[src/rtl/gain_stereo_scheduler_pkg.sv]
// gain_stereo_scheduler_pkg: shared types, constants and the dequantising shift.
// Defining GAIN_SAT_EN makes dequant_shift saturate instead of wrapping.
package gain_stereo_scheduler_pkg;
  typedef enum logic {LEFT, RIGHT} chan_t;
  typedef enum logic [1:0] {S_ARB, S_MUL, S_OUT} sched_state_t;
  localparam int BITS_DEFAULT = 10;
  localparam int VOL_DEFAULT = 1024;
  localparam int OUT_SCALE = 14;
  function automatic logic [31:0] dequant_shift(input logic signed [63:0] prod, input int bits);
    logic signed [63:0] s;
    s = (prod >>> bits) <<< (OUT_SCALE - bits);
`ifdef GAIN_SAT_EN
    if (s > 64'sh0000_0000_7fff_ffff) return 32'h7fff_ffff;
    if (s < -64'sh0000_0000_8000_0000) return 32'h8000_0000;
`endif
    return s[31:0];
  endfunction
endpackage

[src/rtl/gain_mul_stage.sv]
// gain_mul_stage: sample latch, registered 32x32 signed multiply and dequantising shift.
// Saturation of the result follows GAIN_SAT_EN through dequant_shift.
module gain_mul_stage import gain_stereo_scheduler_pkg::*; #(
  parameter int BITS = BITS_DEFAULT
) (
  input  logic        clock,
  input  logic        reset,
  input  logic        load,
  input  logic        mul,
  input  logic [31:0] din,
  input  logic [31:0] vol,
  output logic [31:0] result
);
  logic [31:0] sample_q, sample_d;
  logic signed [63:0] prod_q, prod_d;
  always_comb begin
    sample_d = load ? din : sample_q;
    prod_d = mul ? $signed(sample_q) * $signed(vol) : prod_q;
    result = dequant_shift(prod_q, BITS);
  end
  always_ff @(posedge clock or negedge reset) begin
    if (!reset) begin
      sample_q <= '0;
      prod_q <= '0;
    end else begin
      sample_q <= sample_d;
      prod_q <= prod_d;
    end
  end
endmodule

[src/rtl/gain_stereo_scheduler.sv]
// gain_stereo_scheduler: shares one gain multiplier between L/R in strict alternation,
// applying volume changes only at pair boundaries. GAIN_SAT_EN enables output saturation.
module gain_stereo_scheduler import gain_stereo_scheduler_pkg::*; #(
  parameter int BITS = BITS_DEFAULT,
  parameter int VOL_DEFAULT = gain_stereo_scheduler_pkg::VOL_DEFAULT,
  parameter int CNT_WIDTH = 16
) (
  input  logic                 clock,
  input  logic                 reset,
  output logic                 left_rd_en,
  input  logic                 left_empty,
  input  logic [31:0]          left_dout,
  output logic                 right_rd_en,
  input  logic                 right_empty,
  input  logic [31:0]          right_dout,
  output logic                 left_out_wr_en,
  input  logic                 left_out_full,
  output logic [31:0]          left_out_din,
  output logic                 right_out_wr_en,
  input  logic                 right_out_full,
  output logic [31:0]          right_out_din,
  input  logic                 vol_wr_en,
  input  logic [31:0]          vol_din,
  output logic                 vol_pending,
  output logic [CNT_WIDTH-1:0] pair_count
);
  sched_state_t state_q, state_d;
  chan_t chan_q, chan_d;
  logic [31:0] vol_active_q, vol_active_d, vol_shadow_q, vol_shadow_d, result;
  logic vol_pending_q, vol_pending_d, rd, wr, apply, is_left;
  logic [CNT_WIDTH-1:0] pair_count_q, pair_count_d;
  always_comb begin
    is_left = chan_q == LEFT;
    rd = reset && state_q == S_ARB && !(is_left ? left_empty : right_empty);
    wr = state_q == S_OUT && !(is_left ? left_out_full : right_out_full);
    apply = state_q == S_ARB && is_left && vol_pending_q;
    state_d = rd ? S_MUL : state_q == S_MUL ? S_OUT : wr ? S_ARB : state_q;
    chan_d = wr ? (is_left ? RIGHT : LEFT) : chan_q;
    vol_active_d = apply ? vol_shadow_q : vol_active_q;
    vol_shadow_d = vol_wr_en ? vol_din : vol_shadow_q;
    // a write landing on the apply cycle keeps pending set for the next pair
    vol_pending_d = vol_wr_en | (vol_pending_q & ~apply);
    pair_count_d = pair_count_q + CNT_WIDTH'(wr && !is_left);
    left_rd_en = rd && is_left;
    right_rd_en = rd && !is_left;
    left_out_wr_en = wr && is_left;
    right_out_wr_en = wr && !is_left;
    left_out_din = left_out_wr_en ? result : '0;
    right_out_din = right_out_wr_en ? result : '0;
    vol_pending = vol_pending_q;
    pair_count = pair_count_q;
  end
  always_ff @(posedge clock or negedge reset) begin
    if (!reset) begin
      state_q <= S_ARB;
      chan_q <= LEFT;
      vol_active_q <= 32'(VOL_DEFAULT);
      vol_shadow_q <= 32'(VOL_DEFAULT);
      vol_pending_q <= 1'b0;
      pair_count_q <= '0;
    end else begin
      state_q <= state_d;
      chan_q <= chan_d;
      vol_active_q <= vol_active_d;
      vol_shadow_q <= vol_shadow_d;
      vol_pending_q <= vol_pending_d;
      pair_count_q <= pair_count_d;
    end
  end
  gain_mul_stage #(.BITS(BITS)) u_mul (
    .clock (clock),
    .reset (reset),
    .load  (rd),
    .mul   (state_q == S_MUL),
    .din   (is_left ? left_dout : right_dout),
    .vol   (vol_active_q),
    .result(result)
  );
endmodule

[config.mk]
export PLATFORM = sky130hd
export DESIGN_NAME = gain_stereo_scheduler
export DESIGN_NICKNAME = d
export VERILOG_FILES = /design/src/rtl/gain_stereo_scheduler_pkg.sv /design/src/rtl/gain_mul_stage.sv /design/src/rtl/gain_stereo_scheduler.sv
export SDC_FILE = /design/constraint.sdc
export NUM_CORES = 2
export LEC_CHECK = 0
export CAP_MARGIN = 25
export CORE_AREA = 2 2 310 189
export DETAILED_ROUTE_END_ITERATION = 10
export DIE_AREA = 0 0 312 191
export PLACE_DENSITY = 0.8
export SYNTH_ARGS = -nofsm -noshare
export SYNTH_HDL_FRONTEND = slang
export SYNTH_HIERARCHICAL = 1
export SYNTH_SLANG_ARGS = --single-unit
export TNS_END_PERCENT = 1
[constraint.sdc]
create_clock -name clock -period 6.85 [get_ports clock]
set_input_delay 1.37 -clock clock [delete_from_list [all_inputs] [get_ports clock]]
set_output_delay 1.37 -clock clock [all_outputs]
set_load 0.05 [all_outputs]
==> impl_metrics.json <==
{
  "cpPeakStageDelay_ps": 570,
  "drtAntennaViolNets": 0,
  "synth_edf_count": 0,
  "period_share_pct": 106.7,
  "crit_fanout": 14,
  "crit_path_cell_trace": "buf_6 > nand2_1 > fa_1 > inv_1 > fa_1 > fa_1 > inv_1 > fa_1 > inv_1 > fa_1 > fa_1 > fa_1 > fa_1 > ha_1 > and3_4 > and2_4 > a221o_1 > or3b_4 > o211ai_4 > buf_6 > a21oi_2 > or3_1 > a31o_2",
  "hold_viol_final": 0,
  "min_path_type": "flop to flop",
  "start_util_pct": 49.56,
  "dp_hpwl_um": 67400,
  "rsz0062_at_grt": "yes",
  "post_drt_wl_per_cell_um": 20.03,
  "cts_root_buf": "clkbuf_16",
  "layout.nets": 4101,
  "synth_seq_area_share_pct": 12.80,
  "fin_skew_ps": 16.57,
  "fp.dieH_um": 191,
  "cts_tree": "done",
  "clk_latency_ps": 470,
  "synth_ff_type": "dfrtp_1",
  "syn_inst": 2891,
  "numClockSinks": 144,
  "syn_area_per_cell_um2": 9.743,
  "grt-ovfl-total": 0,
  "io_pins": 188,
  "violations": "negative setup slack",
  "async_flop_share_pct": 100.0,
  "crit_family": "adder cells",
  "critPathMostFrequentCell": "fa_1",
  "grt_pass1_wl_um": 127800,
  "via_count": 21150,
  "maxCapViolations": 0,
  "clk_pin_slew_ps": 70,
  "drive_above_1_share_pct": 18.05,
  "fill_cells": 4422,
  "synth-seq-cells": 144,
  "grt_max_degree": 69,
  "fin_ws_ps": -461.6,
  "portBuffers": 179,
  "area_delta_synth_final_pct": 20.64,
  "cp.arrival_ps": 7670,
  "wl_um": 80870,
  "clockBufferDepth": 2,
  "drc": 0,
  "fmax_mhz": 136.8,
  "report.final.slew_viol_count": 0,
  "htree_levels": 4,
  "setup_tns_ps": -3864,
  "drt_pre_antenna_iters": 5,
  "outcome": "finished, violations left",
  "slowest_stage": "fa_1",
  "numCtsBuffers": 17,
  "dpl_cell_area_um2": 32560,
  "maxSlewHeadroom_pct": 41.86,
  "drt-vias-per-instance": 5.237,
  "antenna_found_initial": 0,
  "core_area_um2": 56830,
  "critPathRequiredTime_ps": 7210,
  "stdcell_area_um2": 33980,
  "cp_num_buf_inv": 5,
  "tightest_slew_ps": 872.1,
  "die-area_um2": 59590,
  "critPathLaunchType": "flop",
  "fin_crit_ps": 7312,
  "endpoint_kind": "flop",
  "grt_pass1_vias": 22300,
  "finalSetupViolCount": 14,
  "fp-row-count": 68,
  "yosys.cell_types.count": 69,
  "grtUsageTotal_pct": 28.08,
  "num_antenna_cells": 0,
  "die-width_um": 312,
  "syn-cell-area_um2": 28170,
  "drtIter0Drc": 2154,
  "gp_congestion": 0.9557,
  "crit_type": "flop to flop",
  "yosys_warnings": 6
}
[cell usage after synthesis, drive strengths merged (5+ instances only)]
cell type  instances  area (um^2)
inv              638         2395
fa               587        11750
and2             487         3048
nand2            292         1096
ha               156         1952
dfrtp            142         3553
mux2             141         1592
clkbuf           136        511.7
xnor2             59        516.8
a21oi             25        125.1
nor2              25        101.4
xor2              25        219.0
a21o              21        158.9
buf               17        110.1
o21ai             13        65.06
nand4             12        75.07
nor3              12        65.06
nand3             10        50.05
and3               8        52.55
nand2b             8        50.05
o21a               8        60.06
nor4               5        31.28
or3                5        36.28
[registers in the layout, indices dropped and copies added, names as in the netlist]
name,flops
u_mul/sample_q,32
vol_shadow_q,32
state_q,2
vol_pending,1
chan_q,1
pair_count,16
vol_active_q,32
u_mul/prod_q,28
[repair_timing]
item	4_1_cts	5_1_grt
hold buffers	0	0
gates resized for setup	95	47
endpoints found under the setup margin	23	23
pin swaps	62	33
buffers inserted	37	4
[stage by stage]
stage	setup slack [ps]	hold WS, ps	std cells	utilization [%]
final	-461.6	496.2	4038	59.79
after global placement	-487.7	456.6	3963	57.29
after global routing	-581.9	506.1	4038	59.79
after CTS	-367.7	497.0	4032	59.33
after detailed placement	-645.5	477.9	3963	57.29
after floorplan	-310.8	456.2	2894	-
[cells in the final DEF (no fill, tap or decap), drive strengths merged, types with 5 or more instances in the layout]
cell,count
xnor2,59
clkbuf,18
buf,318
a21oi,25
mux2,141
o21ai,13
and2,487
a21o,21
nand2b,8
nor3,12
nand3,10
dfrtp,142
nand2,292
and3,8
ha,156
inv,644
nor2,25
o21a,8
fa,587
or3,5
xor2,25
nand4,12
nor4,5
clkdlybuf4s50,178
[cell type report]
cell class,instances,area (um^2),area share [%]
tap,770,963.4,2.835
inverter,638,2395,7.047
sequential,144,3637,10.70
multi-input combinational,1958,21970,64.65
timing repair buffer,496,4463,13.13
clock inverter,14,123.9,0.3645
clock buffer,18,429.2,1.263
[metal layers]
layer	global-route usage [%]	vias up	share of wire (%)
met4	4.937	0	1.5
met2	38.69	1160	40
met3	13.20	99	16
li1	-	9195	-
met1	40.48	10690	43
met5	0	-	0
[worst paths after layout]
kind                                 start                to  slack (ps)  depth (start not counted)
setup / recovery           vol_active_q[8]  u_mul/prod_q[29]        -460                         23
max in group asynchronous            reset  vol_active_q[15]        4840                          2
hold / removal              pair_count[14]    pair_count[14]         500                          1
hold reg to reg             pair_count[14]    pair_count[14]         500                          1
min in group asynchronous            reset  vol_shadow_q[21]         770                          1
setup reg to reg           vol_active_q[8]  u_mul/prod_q[29]        -460                         23
[kinds of logic after synthesis]
kind of cell | share of synthesized area, %
DFF | 12.80
other | 0.01331
xor gates and xnor gates | 2.692
muxes | 5.686
and+or+nand+nor | 16.72
AOI/OAI and AO/OA | 2.701
buffers and inverters | 10.74
adders and majority gates | 48.65
Power is left out: the tool's default activity adds up to more than one toggle a clock period on the data nets, which glitch-free logic cannot reach.
